===== config.mk =====
export PLATFORM = sky130hd
export DESIGN_NAME = reg_store_seq
export DESIGN_NICKNAME = d
export VERILOG_FILES = /design/src/rtl/a09_pkg.sv /design/src/rtl/reg_store_addr_gen.sv /design/src/rtl/reg_store_seq.sv
export SDC_FILE = /design/constraint.sdc
export NUM_CORES = 1
export LEC_CHECK = 0
export CORE_MARGIN = 3
export CORE_UTILIZATION = 45
export CTS_BUF_LIST = sky130_fd_sc_hd__clkbuf_4 sky130_fd_sc_hd__clkbuf_8
export CTS_CLUSTER_DIAMETER = 30
export DETAILED_ROUTE_END_ITERATION = 10
export DONT_BUFFER_PORTS = 1
export PLACE_DENSITY = 0.61
export SLEW_MARGIN = 20
export SYNTH_ARGS = -nofsm -noshare
export SYNTH_HDL_FRONTEND = slang
export SYNTH_SLANG_ARGS = --single-unit

===== constraint.sdc =====
create_clock -name clk_i -period 7.8 [get_ports clk_i]
set_input_delay 2.34 -clock clk_i [delete_from_list [all_inputs] [get_ports clk_i]]
set_output_delay 2.34 -clock clk_i [all_outputs]
set_load 0.02 [all_outputs]

===== src/rtl/a09_pkg.sv =====
// Shared definitions for the register store sequencer: state encoding, bus widths and mode values.
package a09_pkg;

   localparam int ADDR_WIDTH = 16;
   localparam int BYTE_WIDTH = 8;
   localparam int DATA_WIDTH = 16;

   typedef enum logic [1:0] {
      ST_IDLE  = 2'd0,
      ST_BYTE0 = 2'd1,
      ST_BYTE1 = 2'd2,
      ST_DONE  = 2'd3
   } state_t;

   localparam logic MODE_STORE = 1'b0;
   localparam logic MODE_PUSH  = 1'b1;

endpackage


===== src/rtl/reg_store_addr_gen.sv =====
// Registered byte address generator: base +0/+1 for stores, -1/-2 for pre-decrement pushes.
module reg_store_addr_gen
   import a09_pkg::*;
#(
   parameter int AddrWidth = ADDR_WIDTH
) (
   input  logic                 clk_i,
   input  logic                 reset_ni,
   input  state_t               state_i,
   input  logic                 push_i,
   input  logic [AddrWidth-1:0] base_i,
   output logic [AddrWidth-1:0] addr_o
);

   logic [AddrWidth-1:0] offset;

   // Offsets are two's complement so the add wraps modulo 2^AddrWidth.
   always_comb begin
      offset = '0;
      case (state_i)
         ST_BYTE0: offset = (push_i == MODE_PUSH) ? '1 : '0;
         ST_BYTE1: offset = (push_i == MODE_PUSH) ? ~AddrWidth'(1) : AddrWidth'(1);
         default:  offset = '0;
      endcase
   end

   always_ff @(posedge clk_i) begin
      if (!reset_ni) begin
         addr_o <= '0;
      end else if (state_i == ST_BYTE0 || state_i == ST_BYTE1) begin
         addr_o <= base_i + offset;
      end
   end

endmodule


===== src/rtl/reg_store_seq.sv =====
// Serialises a 16-bit register onto the 8-bit write bus as two byte writes, big-endian,
// for plain stores and pre-decrement stack pushes.
//
// state    | meaning
// ST_IDLE  | waiting for start_ni low; last bus values held
// ST_BYTE0 | first byte write (store: high byte, push: low byte)
// ST_BYTE1 | second byte write (store: low byte, push: high byte)
// ST_DONE  | one-cycle done pulse, sp_o valid
module reg_store_seq
   import a09_pkg::*;
#(
   parameter int DataWidth = DATA_WIDTH,
   parameter int AddrWidth = ADDR_WIDTH,
   parameter int ByteWidth = BYTE_WIDTH
) (
   input  logic                 clk_i,
   input  logic                 reset_ni,
   input  logic                 start_ni,
   input  logic                 push_i,
   input  logic [AddrWidth-1:0] addr_i,
   input  logic [DataWidth-1:0] data_i,
   output logic [AddrWidth-1:0] mem_addr_o,
   output logic [ByteWidth-1:0] mem_data_o,
   output logic                 mem_wr_no,
   output logic                 busy_o,
   output logic                 done_o,
   output logic [AddrWidth-1:0] sp_o
);

   state_t               state_q, state_d;
   logic [DataWidth-1:0] data_q;
   logic [AddrWidth-1:0] addr_q;
   logic                 push_q;

   logic                 accept;
   logic [DataWidth-1:0] data_src;
   logic [AddrWidth-1:0] addr_src;
   logic                 push_src;

   logic                 wr_n_d, busy_d, done_d;
   logic [ByteWidth-1:0] data_d;
   logic [AddrWidth-1:0] sp_d;

   // On the accepting edge the capture registers are not loaded yet, so bypass them.
   assign accept   = (state_q == ST_IDLE) && !start_ni;
   assign data_src = accept ? data_i : data_q;
   assign addr_src = accept ? addr_i : addr_q;
   assign push_src = accept ? push_i : push_q;

   always_ff @(posedge clk_i) begin
      if (!reset_ni) begin
         state_q    <= ST_IDLE;
         data_q     <= '0;
         addr_q     <= '0;
         push_q     <= MODE_STORE;
         mem_wr_no  <= 1'b1;
         busy_o     <= 1'b0;
         done_o     <= 1'b0;
         mem_data_o <= '0;
         sp_o       <= '0;
      end else begin
         state_q    <= state_d;
         mem_wr_no  <= wr_n_d;
         busy_o     <= busy_d;
         done_o     <= done_d;
         mem_data_o <= data_d;
         sp_o       <= sp_d;
         if (accept) begin
            data_q <= data_i;
            addr_q <= addr_i;
            push_q <= push_i;
         end
      end
   end

   always_comb begin
      state_d = state_q;
      case (state_q)
         ST_IDLE:  state_d = start_ni ? ST_IDLE : ST_BYTE0;
         ST_BYTE0: state_d = ST_BYTE1;
         ST_BYTE1: state_d = ST_DONE;
         ST_DONE:  state_d = ST_IDLE;
         default:  state_d = ST_IDLE;
      endcase
   end

   // Outputs are decoded from the next state and registered, so they line up with state_q.
   always_comb begin
      wr_n_d = 1'b1;
      busy_d = 1'b0;
      done_d = 1'b0;
      data_d = mem_data_o;
      sp_d   = sp_o;
      case (state_d)
         ST_BYTE0: begin
            wr_n_d = 1'b0;
            busy_d = 1'b1;
            data_d = (push_src == MODE_PUSH) ? data_src[ByteWidth-1:0]
                                             : data_src[DataWidth-1 -: ByteWidth];
         end
         ST_BYTE1: begin
            wr_n_d = 1'b0;
            busy_d = 1'b1;
            data_d = (push_src == MODE_PUSH) ? data_src[DataWidth-1 -: ByteWidth]
                                             : data_src[ByteWidth-1:0];
         end
         ST_DONE: begin
            done_d = 1'b1;
            sp_d   = (push_src == MODE_PUSH) ? addr_src - AddrWidth'(2) : addr_src;
         end
         default: ;
      endcase
   end

   reg_store_addr_gen #(
      .AddrWidth(AddrWidth)
   ) u_addr_gen (
      .clk_i   (clk_i),
      .reset_ni(reset_ni),
      .state_i (state_d),
      .push_i  (push_src),
      .base_i  (addr_src),
      .addr_o  (mem_addr_o)
   );

endmodule


==> results_dict.tcl <==
set metrics [dict create \
    grt_start_max_net_pins 80 \
    final_nets 572 \
    p_seq_frac 0.349 \
    cp-end-kind "flop" \
    cp.arrival_ns 5.88 \
    power_density_nw_per_um2 357 \
    reg2reg_depth 12 \
    worst_path_largest_cell_delay_ns 0.56 \
    setup_tns_ns 0 \
    cts_buffers 9 \
    synth_enable_flop_cells 0 \
    crit_start "start_ni" \
    grt_pass1_wl_um 20300 \
    cts-root-buf "clkbuf_8" \
    worstPathCellList "nor2b_4 -> mux2_4 -> nand2_4 -> inv_1 -> ha_1 -> a21oi_1 -> a222oi_1 -> nor4_1 -> nor3_1 -> a311oi_1" \
    cts_setup_buffers 0 \
    synth.distinct_cells 75 \
    syn_nets 593 \
    hp-start "data_q[13]" \
    mostFrequentLayoutCells "82 x nand2_1, 78 x dfxtp_1, 28 x a21boi_0, 27 x mux2i_1, 23 x nor2_1" \
    r2r_start "state_q[0]" \
    peakVddDrop_mv 0.154 \
    r2r_setup_slack_ns 3.18 \
    yosysWarningCount 0 \
    via_count 3864 \
    diodes 0 \
    design_area_um2 5010 \
    dp_hpwl_um 8950 \
    min_period_ns 5.59 \
    totalPowerFinal_w 0.00179 \
    relSlewSlack 0.273 \
    yosysTopAreaCell "dfxtp_1" \
    ys_ff_latch 78 \
    area_delta_synth_final_pct 4.87 \
    syn_area_per_cell_um2 8.83 \
    drt_iter0_markers 206 \
    p_sw_w 0.000822 \
    hold_end "data_q[13]" \
    cp_slowest_cell "a21oi_1" \
    cts_tree "yes" \
    async_flop_share 0 \
    pre_cts_slack_ns 1.86 \
    num_rows 36 \
    status "finished, final reports clean" \
    path_clk_slew_ns 0.09 \
    crit_type "in2reg" \
    layout_commonest_cell "nand2_1" \
    p_leak_nw 2.02 \
    cts_num_sinks 78 \
    start_util 0.475 \
    clock_power_share 0.180 \
    cap_violations 0 \
    max_freq_mhz 179 \
    power_frac_comb 0.471 \
    cts_hold_buf 0 \
    grt_pass1_vias 3853 \
    cts_max_path_buffers 2 \
    core_um2 10000 \
    overflow 0 \
    r2r_end "u_addr_gen.addr_o[15]" \
    antenna_found_initial 0 \
    die-area_um2 11900 \
    holdPathStages 2 \
    grtUsageTotal 0.220 \
    yosysSeqAreaShare 0.327 \
    fin_worst_skew_ns 0.0111 \
    post_dp_cell_area_um2 4800 \
    first_pass_iters 5 \
    crit_required_ns 8.09 \
    critPathBufInv 1 \
    critPathLaunchType "primary input" \
    swShare 0.460 \
    vias_per_cell 5.87 \
    synthFlopType "dfxtp_1" \
    portBuffers 0 \
    drive_above_1_share 0.103 \
    finalWorstSetupSlack_ns 2.21 \
    drc 0 \
    wl_um 12600 \
    post-route-period-util 0.717 \
    rsz0062_at_grt "false" \
    worstPathMaxFanout 25 \
    tightest_slew_ns 1.09 \
    ys_top_cells_by_area "dfxtp_1 33%, nand2_1 6.4%, mux2i_1 5.7%" \
    die_h_um 109 \
    synth_top_cell_area_share 0.327 \
    synth.cell_area_um2 4770 \
    place.gp.congestion 0.887 \
    whs_ns 0.468 \
    htree_levels 3 \
    wl_per_cell_um 19.1 \
    setup_viol 0 \
    hp-class "reg2reg" \
    ant_nets 0 \
    maxSlewViolCount 0 \
    cts.repair.resized 0 \
    ios 79 \
    finalHoldViolCount 0 \
    cp_top_family "simple AND/OR/NAND/NOR gates" \
    syn_inst 541 \
    worst_skew_pair.late_latency_ns 0.37 \
    intPower_w 0.000965 \
    die_w_um 109 \
]
[per-stage QoR]
step / util / instances
after CTS: 0.499 / 658
after detailed placement: 0.478 / 642
after global routing: 0.499 / 658
after floorplan: - / 541
final: 0.499 / 658
after global placement: 0.478 / 642
[metal layers]
metal / routed length (um) / GRT usage / vias to the layer above
met1: 5670 / 0.295 / 1845
li1: - / - / 1888
met4: 273 / 0.0857 / 0
met2: 5760 / 0.339 / 110
met5: 0 / 0 / -
met3: 887 / 0.0580 / 21
[power groups by stage]
stage | combinational, W | sequential (W) | clock [W]
after detailed placement | 0.000835 | 0.000637 | 0
final | 0.000842 | 0.000624 | 0.000321
after CTS | 0.000840 | 0.000628 | 0.000329
after global routing | 0.000933 | 0.000636 | 0.000343
after global placement | 0.000825 | 0.000634 | 0
after floorplan | 0.000667 | 0.000616 | 0
[area by class of cell]
cell class | instances | area, um^2
Timing Repair Buffer | 3 | 22.5
Inverter | 18 | 67.6
Clock inverter | 5 | 57.6
Fill cell | 965 | 5040
Tap cell | 133 | 166
Sequential cell | 78 | 1560
Multi-Input combinational cell | 410 | 2990
Clock buffer | 11 | 145
[flip-flops by register name (all words and copies together), names as in the netlist, 2 cells and up]
| register | flops |
|---|---|
| data_q | 16 |
| u_addr_gen.addr_o | 16 |
| state_q | 2 |
| sp_o | 16 |
| mem_data_o | 8 |
| addr_q | 16 |
[cells by family after synthesis]
family / Yosys count / synth area share
AOI/OAI and AO/OA: 115 / 0.180
xor gates and xnor gates: 24 / 0.0440
adders and majority gates: 16 / 0.0435
buffers and inverters: 53 / 0.0503
DFF: 78 / 0.327
muxes: 48 / 0.134
and+or+nand+nor: 207 / 0.221
[synth_stat cells, types with 5 or more instances]
library cell and instances:
mux2_2 6, inv_1 14, nor4_1 6, ha_1 15, and2_1 18, nor2b_1 16
mux2i_1 27, o211a_1 5, o21ai_0 15, nor3_1 9, a21boi_0 28, xnor2_1 22
nand4_1 7, clkbuf_1 23, a21o_1 5, mux4_2 8, nand2_1 82, a31oi_1 7
nor2_1 23, dfxtp_1 78, nand3_1 18, a21oi_1 16
[worst min-delay path: stages, from the launching register on]
cell and delay (ns):
dfxtp_1 0.32, nand2_1 0.05, a21boi_0 0.06
[how the worst max path moves through the flow]
stage / endpoint / slack, ns / cells after the start
6_report: u_addr_gen.addr_o[15] / 2.21 / 10
5_1_grt: u_addr_gen.addr_o[15] / 1.91 / 10
3_3_place_gp: u_addr_gen.addr_o[15] / 2.00 / 10
2_1_floorplan: u_addr_gen.addr_o[15] / 2.51 / 16
3_5_place_dp: u_addr_gen.addr_o[15] / 1.86 / 10
4_1_cts: u_addr_gen.addr_o[15] / 2.25 / 10
No activity file was read; power rests on OpenSTA's default activity.
